[src/rtl/flash_loader_pkg.sv]
// Shared encodings for the SPI-flash-to-RAM boot loader.
package flash_loader_pkg;

    // RAMIO write_type encodings
    localparam logic [1:0] WT_NONE = 2'b00;
    localparam logic [1:0] WT_BYTE = 2'b01;
    localparam logic [1:0] WT_HALF = 2'b10;
    localparam logic [1:0] WT_WORD = 2'b11;

    // SPI flash "read data" command
    localparam logic [7:0] FLASH_CMD_READ = 8'h03;

    typedef enum logic [2:0] {
        ST_IDLE,
        ST_WAIT,
        ST_SEND,
        ST_RECV,
        ST_WRITE,
        ST_WAIT_RAM,
        ST_DONE
    } state_t;

    // Flash bytes arrive first-byte-in-MSB; RAM words are little-endian.
    function automatic logic [31:0] byte_swap(input logic [31:0] w);
        return {w[7:0], w[15:8], w[23:16], w[31:24]};
    endfunction

endpackage

[src/rtl/flash_loader.sv]
// Copies BYTE_COUNT bytes from SPI flash (mode 0, one read command) into RAM
// as 32-bit little-endian words through the RAMIO command port.
//
// state       | meaning
// ------------+------------------------------------------------------------
// ST_IDLE     | after reset, waiting for start
// ST_WAIT     | flash power-up wait, cs high, STARTUP_WAIT cycles
// ST_SEND     | shifting out 8'h03 + 24-bit address, 2 cycles per bit
// ST_RECV     | shifting in one 32-bit word, 2 cycles per bit
// ST_WRITE    | issuing the RAM word write (held while ramio_busy)
// ST_WAIT_RAM | waiting for RAMIO to go idle, then next word or finish
// ST_DONE     | load complete, done sticky until a new start
module flash_loader
    import flash_loader_pkg::*;
#(
    parameter logic [23:0] FLASH_ADDRESS = 24'h00_0000,
    parameter logic [31:0] RAM_BASE      = 32'h0000_0000,
    parameter int          BYTE_COUNT    = 4096,
    parameter int          STARTUP_WAIT  = 1000
) (
    input  logic        clk,
    input  logic        rst,
    input  logic        start,
    output logic        busy,
    output logic        done,
    output logic        flash_clk,
    output logic        flash_mosi,
    input  logic        flash_miso,
    output logic        flash_cs,
    output logic        ramio_enable,
    output logic [1:0]  ramio_write_type,
    output logic [2:0]  ramio_read_type,
    output logic [31:0] ramio_address,
    output logic [31:0] ramio_data_in,
    input  logic        ramio_busy
);

    localparam int NUM_WORDS = BYTE_COUNT / 4;
    localparam int WIDX_W    = $clog2(NUM_WORDS + 1);
    localparam int WAIT_W    = (STARTUP_WAIT > 1) ? $clog2(STARTUP_WAIT) : 1;

    localparam logic [WIDX_W-1:0] LAST_WORD = WIDX_W'(NUM_WORDS);
    localparam logic [WAIT_W-1:0] WAIT_LOAD = WAIT_W'(STARTUP_WAIT - 1);

    state_t              state_q, state_d;
    logic [WAIT_W-1:0]   wait_q, wait_d;
    logic [5:0]          phase_q, phase_d;    // [5:1] bit number, [0] = phase B
    logic [31:0]         shift_q, shift_d;
    logic [WIDX_W-1:0]   word_q, word_d;
    logic                cs_q, cs_d;
    logic                sclk_q, sclk_d;
    logic                mosi_q, mosi_d;
    logic                en_q, en_d;
    logic [1:0]          wt_q, wt_d;
    logic [31:0]         addr_q, addr_d;
    logic [31:0]         data_q, data_d;
    logic                busy_q, busy_d;
    logic                done_q, done_d;

    logic [31:0]         rx_word;
    logic [31:0]         word_addr;

    // Next-state and next-output logic; outputs are registered from these.
    always_comb begin
        state_d   = state_q;
        wait_d    = wait_q;
        phase_d   = phase_q;
        shift_d   = shift_q;
        word_d    = word_q;
        cs_d      = cs_q;
        sclk_d    = sclk_q;
        mosi_d    = mosi_q;
        en_d      = 1'b0;
        wt_d      = wt_q;
        addr_d    = addr_q;
        data_d    = data_q;
        busy_d    = busy_q;
        done_d    = done_q;
        rx_word   = {shift_q[30:0], flash_miso};
        word_addr = RAM_BASE + (32'(word_q) << 2);

        case (state_q)
            ST_IDLE, ST_DONE: begin
                if (start) begin
                    state_d = ST_WAIT;
                    wait_d  = WAIT_LOAD;
                    word_d  = '0;
                    busy_d  = 1'b1;
                    done_d  = 1'b0;
                    cs_d    = 1'b1;
                    sclk_d  = 1'b0;
                end
            end
            ST_WAIT: begin
                if (wait_q == '0) begin
                    state_d = ST_SEND;
                    phase_d = '0;
                    shift_d = {FLASH_CMD_READ, FLASH_ADDRESS};
                    cs_d    = 1'b0;
                    sclk_d  = 1'b0;
                    mosi_d  = FLASH_CMD_READ[7];
                end else begin
                    wait_d = wait_q - 1'b1;
                end
            end
            ST_SEND: begin
                phase_d = phase_q + 1'b1;
                if (!phase_q[0]) begin
                    sclk_d = 1'b1;
                end else begin
                    sclk_d = 1'b0;
                    if (phase_q == 6'd63) begin
                        state_d = ST_RECV;
                        mosi_d  = 1'b0;
                    end else begin
                        shift_d = {shift_q[30:0], 1'b0};
                        mosi_d  = shift_q[30];
                    end
                end
            end
            ST_RECV: begin
                phase_d = phase_q + 1'b1;
                if (!phase_q[0]) begin
                    sclk_d = 1'b1;
                end else begin
                    sclk_d  = 1'b0;
                    shift_d = rx_word;
                    if (phase_q == 6'd63) begin
                        state_d = ST_WRITE;
                        if (!ramio_busy) begin
                            en_d   = 1'b1;
                            wt_d   = WT_WORD;
                            addr_d = word_addr;
                            data_d = byte_swap(rx_word);
                        end
                    end
                end
            end
            ST_WRITE: begin
                // en_q high means the command is on the bus this cycle.
                if (en_q) begin
                    state_d = ST_WAIT_RAM;
                    word_d  = word_q + 1'b1;
                end else if (!ramio_busy) begin
                    en_d   = 1'b1;
                    wt_d   = WT_WORD;
                    addr_d = word_addr;
                    data_d = byte_swap(shift_q);
                end
            end
            ST_WAIT_RAM: begin
                if (!ramio_busy) begin
                    if (word_q == LAST_WORD) begin
                        state_d = ST_DONE;
                        cs_d    = 1'b1;
                        busy_d  = 1'b0;
                        done_d  = 1'b1;
                    end else begin
                        state_d = ST_RECV;
                        phase_d = '0;
                    end
                end
            end
            default: begin
                state_d = ST_IDLE;
            end
        endcase
    end

    // State, counter and output registers with synchronous reset.
    always_ff @(posedge clk) begin
        if (rst) begin
            state_q <= ST_IDLE;
            wait_q  <= '0;
            phase_q <= '0;
            shift_q <= '0;
            word_q  <= '0;
            cs_q    <= 1'b1;
            sclk_q  <= 1'b0;
            mosi_q  <= 1'b0;
            en_q    <= 1'b0;
            wt_q    <= WT_NONE;
            addr_q  <= '0;
            data_q  <= '0;
            busy_q  <= 1'b0;
            done_q  <= 1'b0;
        end else begin
            state_q <= state_d;
            wait_q  <= wait_d;
            phase_q <= phase_d;
            shift_q <= shift_d;
            word_q  <= word_d;
            cs_q    <= cs_d;
            sclk_q  <= sclk_d;
            mosi_q  <= mosi_d;
            en_q    <= en_d;
            wt_q    <= wt_d;
            addr_q  <= addr_d;
            data_q  <= data_d;
            busy_q  <= busy_d;
            done_q  <= done_d;
        end
    end

    assign busy             = busy_q;
    assign done             = done_q;
    assign flash_cs         = cs_q;
    assign flash_clk        = sclk_q;
    assign flash_mosi       = mosi_q;
    assign ramio_enable     = en_q;
    assign ramio_write_type = wt_q;
    assign ramio_read_type  = 3'b000;
    assign ramio_address    = addr_q;
    assign ramio_data_in    = data_q;

endmodule

[config.mk]
export PLATFORM = sky130hd
export DESIGN_NAME = flash_loader
export DESIGN_NICKNAME = d
export VERILOG_FILES = /design/src/rtl/flash_loader_pkg.sv /design/src/rtl/flash_loader.sv
export SDC_FILE = /design/constraint.sdc
export NUM_CORES = 1
export LEC_CHECK = 0
export ABC_AREA = 0
export CAP_MARGIN = 30
export CORE_ASPECT_RATIO = 1.4
export CORE_MARGIN = 2
export CORE_UTILIZATION = 54
export DETAILED_ROUTE_END_ITERATION = 16
export GPL_ROUTABILITY_DRIVEN = 0
export PLACE_DENSITY_LB_ADDON = 0.05
export SETUP_SLACK_MARGIN = 0.4
export SLEW_MARGIN = 5
export SYNTH_ARGS = -nofsm -noshare
export SYNTH_HDL_FRONTEND = slang
export SYNTH_SLANG_ARGS = --single-unit
[constraint.sdc]
create_clock -name clk -period 2.7 [get_ports clk]
set_clock_uncertainty 0.1 [all_clocks]
set_input_delay 0.405 -clock clk [delete_from_list [all_inputs] [get_ports clk]]
set_output_delay 0.405 -clock clk [all_outputs]
set_load 0.03 [all_outputs]
==> impl_metrics.toml, run 1 <==
[floorplanning]
coreArea_mm2 = 0.00946
pin_count = 80
num_rows = 42
die_h_um = 121
initial_core_util_pct = 55.5
die_x_um = 87.3
die_area_mm2 = 0.0105

[clock_tree]
cts_made_buffers = 9
cts_buffer_depth = 2
cts_sinks = 112
worstSkewPairLatency_ns = 0.34
cts_tree = "done"
holdBufCountCts = 0
cts-root-buf = "clkbuf_16"
path_clk_slew_ns = 0.07
h-tree-depth = 3

[worst_setup_path]
end_kind = "flop"
critPathArrivalTime_ns = 2.34
slowest_delay_ns = 0.52
crit_top_cell = "buf_12"
worst-setup-path-type = "reg2reg"
crit_required_ns = 2.85
critPathLaunchType = "flop"
crit_slowest_cell = "or4b_4"
crit_chain = "ha_2 -> nand3_2 -> or4b_4 -> a21oi_4 -> buf_12 -> buf_12 -> nor2_1 -> a211oi_1"
critical_path.max_fanout = 25

[final_layout]
drive_above_1_share_pct = 10.0
ff_latch_area_mm2 = 0.00224
synthToLayoutAreaGrowth_pct = 20.1
finalInstanceArea_mm2 = 0.00630
multiInputGateArea_mm2 = 0.00272
fin_nets = 666
num-fill-cells = 820
antennaDiodeCount = 0

[drt]
routed_wl_mm = 11.8
routedWlPerCell_um = 15.4
route.detailed.drc = 0
dr.pass1.iters = 8
drtIter0Drc = 257
vias = 4452
postRouteAntennaNets = 0
viasPerCell = 5.78

[power_and_ir_drop]
p_switching_mw = 1.35
comb_power_share_pct = 26.3
clock_power_share_pct = 29.7
total_power_mw = 4.18
power.leakage_nw = 2.06
ir_worst_vdd_mv = 0.483
powerDensity_mw_per_mm2 = 663
p_int_mw = 2.82
switching_share_pct = 32.4
seqPwrFrac_pct = 44.0

[placement]
postPlaceCellArea_mm2 = 0.00583
post-dp-hpwl_mm = 7.67
portBuffers = 55

[global_routing]
overflow = 0
grt_start_max_net_pins = 65
grt_pass1_vias = 4019
grt_pass1_wl_mm = 18.6
grt_usage_pct = 21.8
antenna_found_initial = 0

[sta]
post-route-period-util_pct = 81.3
hold_ws_ns = 0.364
setup_viol = 0
tns_ns = 0
slew_viol_final = 0
worst_slew_pin_slew_ns = 0.736
max_freq_mhz = 455
slew_headroom_pct = 50.6
rsz0062_at_grt = "false"
period_minus_slack_ns = 2.20
timing_hold_violations_final = 0

[logic_synthesis]
synth_area_mm2 = 0.00525
synth_edf_count = 0
synth.avg_cell_area_um2 = 8.69
yosysSeqAreaShare_pct = 42.7
async_flop_share_pct = 0
synth-seq-cells = 112
postSynthCellCount = 604
synth-warning-count = 0
synth_ff_type = "dfxtp_1"
synth.distinct_cells = 62

[hold_path]
hold_path.class = "reg2reg"

[outcome]
status = "finished clean"

[flow_run]
max-cap-violations = 0
## cell families after synthesis
group	share of synthesized area, %
compound gates	16.3
xor+xnor	2.17
fa+ha+maj	1.19
buf+inv	8.15
flops	42.7
mux	8.80
other cells	0.0715
simple gates	20.6
## power by group through the flow
stage / clock [mW] / sequential (mW) / combinational, mW
2_1_floorplan: 0 / 1.86 / 0.786
3_3_place_gp: 0 / 1.87 / 0.988
3_5_place_dp: 0 / 1.87 / 1.01
4_1_cts: 1.27 / 1.83 / 1.02
5_1_grt: 1.34 / 1.85 / 1.21
6_report: 1.24 / 1.84 / 1.10
## registers in the layout, summed over array words and instances, names as in the netlist
signal,count
ramio_write_type,1
busy,1
wait_q,10
flash_mosi,1
word_q,11
phase_q,6
done,1
ramio_data_in,32
flash_clk,1
state_q,3
ramio_enable,1
shift_q,32
ramio_address,11
flash_cs,1
## path summary, 6_finish.rpt
kind | slack [ns] | startpoint | endpoint | depth (start not counted)
setup / recovery | 0.50 | phase_q[1] | ramio_data_in[22] | 8
hold / removal | 0.36 | phase_q[4] | phase_q[4] | 2
setup reg to reg | 0.50 | phase_q[1] | ramio_data_in[22] | 8
hold reg to reg | 0.36 | phase_q[4] | phase_q[4] | 2
## final cells by class
class	count	share of cell area, %
Tap cell	110	2.18
Timing Repair Buffer	84	13.9
Clock buffer	13	4.13
Sequential cell	112	35.6
Multi-Input combinational cell	436	43.2
Clock inverter	2	0.218
Inverter	13	0.775
## worst max-delay path, delay by kind of cell (launching register included)
family / cells / cell delay, ns
and+or+nand+nor: 3 / 0.71
AOI/OAI and AO/OA: 2 / 0.41
DFF: 1 / 0.35
buffers and inverters: 2 / 0.30
adders and majority gates: 1 / 0.23
## repair_timing
item,CTS,global route
pin swaps,1,6
gates resized for setup,0,8
gates cloned,0,3
setup endpoints to repair,38,92
setup buffers,1,10
## placed cells by master (no fill, tap or decap), drive strengths merged, types with 3 or more instances in the layout
cell type      instances
dfxtp                112
nor2                  74
clkdlybuf4s50         54
mux2i                 45
nand3                 41
o21ai                 41
nand2                 40
a211oi                37
buf                   27
a21oi                 26
conb                  24
clkbuf                16
nand4                 13
inv                   13
xor2                   9
and2                   6
nand2b                 5
nor3b                  5
nor3                   5
ha                     5
nor2b                  4
o211ai                 4
and3                   4
xnor2                  4
a31o                   4
nor4                   4
or3                    3
o311ai                 3
or4b                   3
## through the flow
| stage | std cells | util, % | setup slack [ns] |
|---|---|---|---|
| 2_1_floorplan | 627 | - | 0.530 |
| 3_3_place_gp | 741 | 61.6 | 0.274 |
| 3_5_place_dp | 741 | 61.6 | 0.258 |
| 4_1_cts | 757 | 64.6 | 0.409 |
| 5_1_grt | 770 | 66.6 | 0.362 |
| 6_report | 770 | 66.6 | 0.504 |
## per-layer routing
metal,routed length (µm),global-route usage [%]
met5,0,0
met4,221,8.85
met3,396,3.89
met2,6240,38.2
met1,4990,25.8
## cells in the mapped netlist (3+ instances only)
cell type	number	share of area, %
dfxtp_1	112	43
nor2_1	73	5.2
mux2i_1	45	8.6
nand3_1	41	3.9
nand2_1	40	2.9
a211oi_1	37	5.3
buf_4	29	4.1
o21ai_0	29	2.8
a21oi_1	24	2.3
buf_2	18	1.7
clkbuf_1	18	1.3
nand4_1	13	1.5
inv_1	12	0.86
o21ai_1	12	1.1
xor2_1	9	1.5
and2_1	6	0.72
ha_1	5	1.2
nand2b_1	5	0.60
and3_1	4	0.48
nor2b_1	4	0.48
nor3_1	4	0.38
nor3b_1	4	0.57
o211ai_1	4	0.57
xnor2_1	4	0.67
a31o_2	3	0.50
nor4_1	3	0.36
or3_1	3	0.36
No activity file was read; power rests on OpenSTA's default activity.
==> inputs of run 2 (changes only) <==
clock period = 2.1 ns   (was 2.7 ns; I/O delays follow)
==> run 2 against run 1 <==
The run now ends with negative setup slack left. Register-to-register slack lost 0.57 ns. Clock power grew 35%. Worst setup slack lost 0.57 ns. Count of clock-buffer cells in the layout shrank 1. Design area grew 25%. Sequential power grew 29%. Non-clock buffer count grew 73. Power grew 56%. Critical endpoint is now ramio_data_in[9]. Largest cell class unchanged. Highest routed layer unchanged.
==> impl_metrics.toml, run 2 (synthesized netlist as in run 1, its figures left out) <==
[global_routing]
grt_pass1_vias = 4723
grt_pass1_wl_mm = 22.9
grt_usage_pct = 27.3
grt_start_max_net_pins = 71
antenna_found_initial = 0
overflow = 0

[placement]
portBuffers = 55
postPlaceCellArea_mm2 = 0.00621
post-dp-hpwl_mm = 7.77

[worst_setup_path]
cp_top_family = "simple AND/OR/NAND/NOR gates"
reg2reg_slack_ns = -0.06
end_kind = "flop"
critical_path.max_fanout = 13
worst-setup-path-type = "reg2reg"
critPathLaunchType = "flop"
crit_slowest_cell = "or4b_4"
critPathBufInv = 2
crit_required_ns = 2.26
slowest_delay_ns = 0.51
crit_chain = "ha_4 -> nand3_4 -> or4b_4 -> a21oi_4 -> buf_4 -> buf_16 -> nor2_1 -> a211oi_1"
critPathArrivalTime_ns = 2.32

[drt]
viasPerCell = 6.16
routedWlPerCell_um = 19.8
routed_wl_mm = 16.7
vias = 5200
route.detailed.drc = 0
dr.pass1.iters = 5
postRouteAntennaNets = 0
drtIter0Drc = 297

[floorplanning]
num_rows = 42
pin_count = 80
initial_core_util_pct = 55.5
coreArea_mm2 = 0.00946
die_area_mm2 = 0.0105
die_h_um = 121
die_x_um = 87.3

[final_layout]
finalInstanceArea_mm2 = 0.00788
fin_nets = 739
final_common_cell = "dfxtp_1"
synthToLayoutAreaGrowth_pct = 50.2
antennaDiodeCount = 0
drive_above_1_share_pct = 34.5
final_cell_mix = "dfxtp_1 (100), nor2_1 (63), buf_4 (51), dlygate4sd2_1 (51), mux2i_1 (45)"

[clock_tree]
h-tree-depth = 3
path_clk_slew_ns = 0.07
worstSkewPairLatency_ns = 0.36
cts_tree = "done"
holdBufCountCts = 0
cts-root-buf = "clkbuf_16"
cts_sinks = 112
cts_buffer_depth = 2
cts_made_buffers = 9

[sta]
rsz0062_at_grt = "true"
worst_slew_pin_slew_ns = 0.559
setup_viol = 20
tns_ns = -0.266
slew_viol_final = 0
slew_headroom_pct = 62.4
setup_slack_ns = -0.0623
timing_hold_violations_final = 0
post-route-period-util_pct = 103
period_minus_slack_ns = 2.16
max_freq_mhz = 462

[power_and_ir_drop]
ir_worst_vdd_mv = 0.694
powerDensity_mw_per_mm2 = 826
power.leakage_nw = 2.92

[hold_path]
hold_path.class = "reg2reg"

[outcome]
status = "finished with violations"
violations = "negative setup slack"

[flow_run]
max-cap-violations = 0
-- run 2: cell count changes in the layout (fill, tap and decap cells not counted), sizes merged --
cell and delta:
clkinv +1, clkinvlp +1, buf +73, clkdlybuf4s50 -51
dlygate4sd2 +51, clkbuf -1
-- run 2: worst register-to-register path, stage by stage, from the launching register on --
cell	delay [ns]
dfxtp_4	0.38
ha_4	0.15
nand3_4	0.08
or4b_4	0.51
a21oi_4	0.21
buf_4	0.17
buf_16	0.14
nor2_1	0.06
a211oi_1	0.26
-- run 2: final cells by class --
| cell class | count | area, µm² |
|---|---|---|
| multi-input combinational | 436 | 3330 |
| sequential | 112 | 2260 |
| timing repair buffer | 157 | 1820 |
| fill | 554 | 1580 |
| clock buffer | 12 | 256 |
| tap | 110 | 138 |
| inverter | 13 | 51.3 |
| clock inverter | 4 | 26.3 |
-- run 2: timing repair --
item / CTS / global route
endpoints found under the setup margin: 160 / 110
setup buffers: 36 / 12
gates resized for setup: 118 / 97
gates cloned: 13 / 4
pin swaps: 24 / 54
-- run 2: metrics by stage --
stage | utilization [%] | std cells | hold slack [ns] | worst slack [ns] | power [mW]
2_1_floorplan | - | 627 | 0.336 | 0.177 | 3.54
3_3_place_gp | 65.6 | 763 | 0.345 | 0.0446 | 3.90
3_5_place_dp | 65.6 | 763 | 0.354 | -0.148 | 3.94
4_1_cts | 77.0 | 828 | 0.356 | 0.0338 | 6.04
5_1_grt | 83.3 | 844 | 0.378 | -0.0786 | 6.74
6_report | 83.3 | 844 | 0.364 | -0.0623 | 6.51
-- run 2: layer usage --
metal	track usage, %	vias up	wire (µm)
li1	-	2380	-
met1	32.2	2558	6250
met2	49.0	214	9120
met3	3.41	48	761
met4	11.0	0	572
met5	0	-	0
-- run 2: final timing paths --
check,from,end,cells past startpoint
min,done,done,2
min reg2reg,done,done,2
max reg2reg,phase_q[0],ramio_data_in[9],8
max,phase_q[0],ramio_data_in[9],8
-- run 2: power breakdown --
part	internal, mW	switching, mW
logic	1.17	1.29
registers	2.25	0.128
clock network	0.872	0.803
total	4.29	2.22
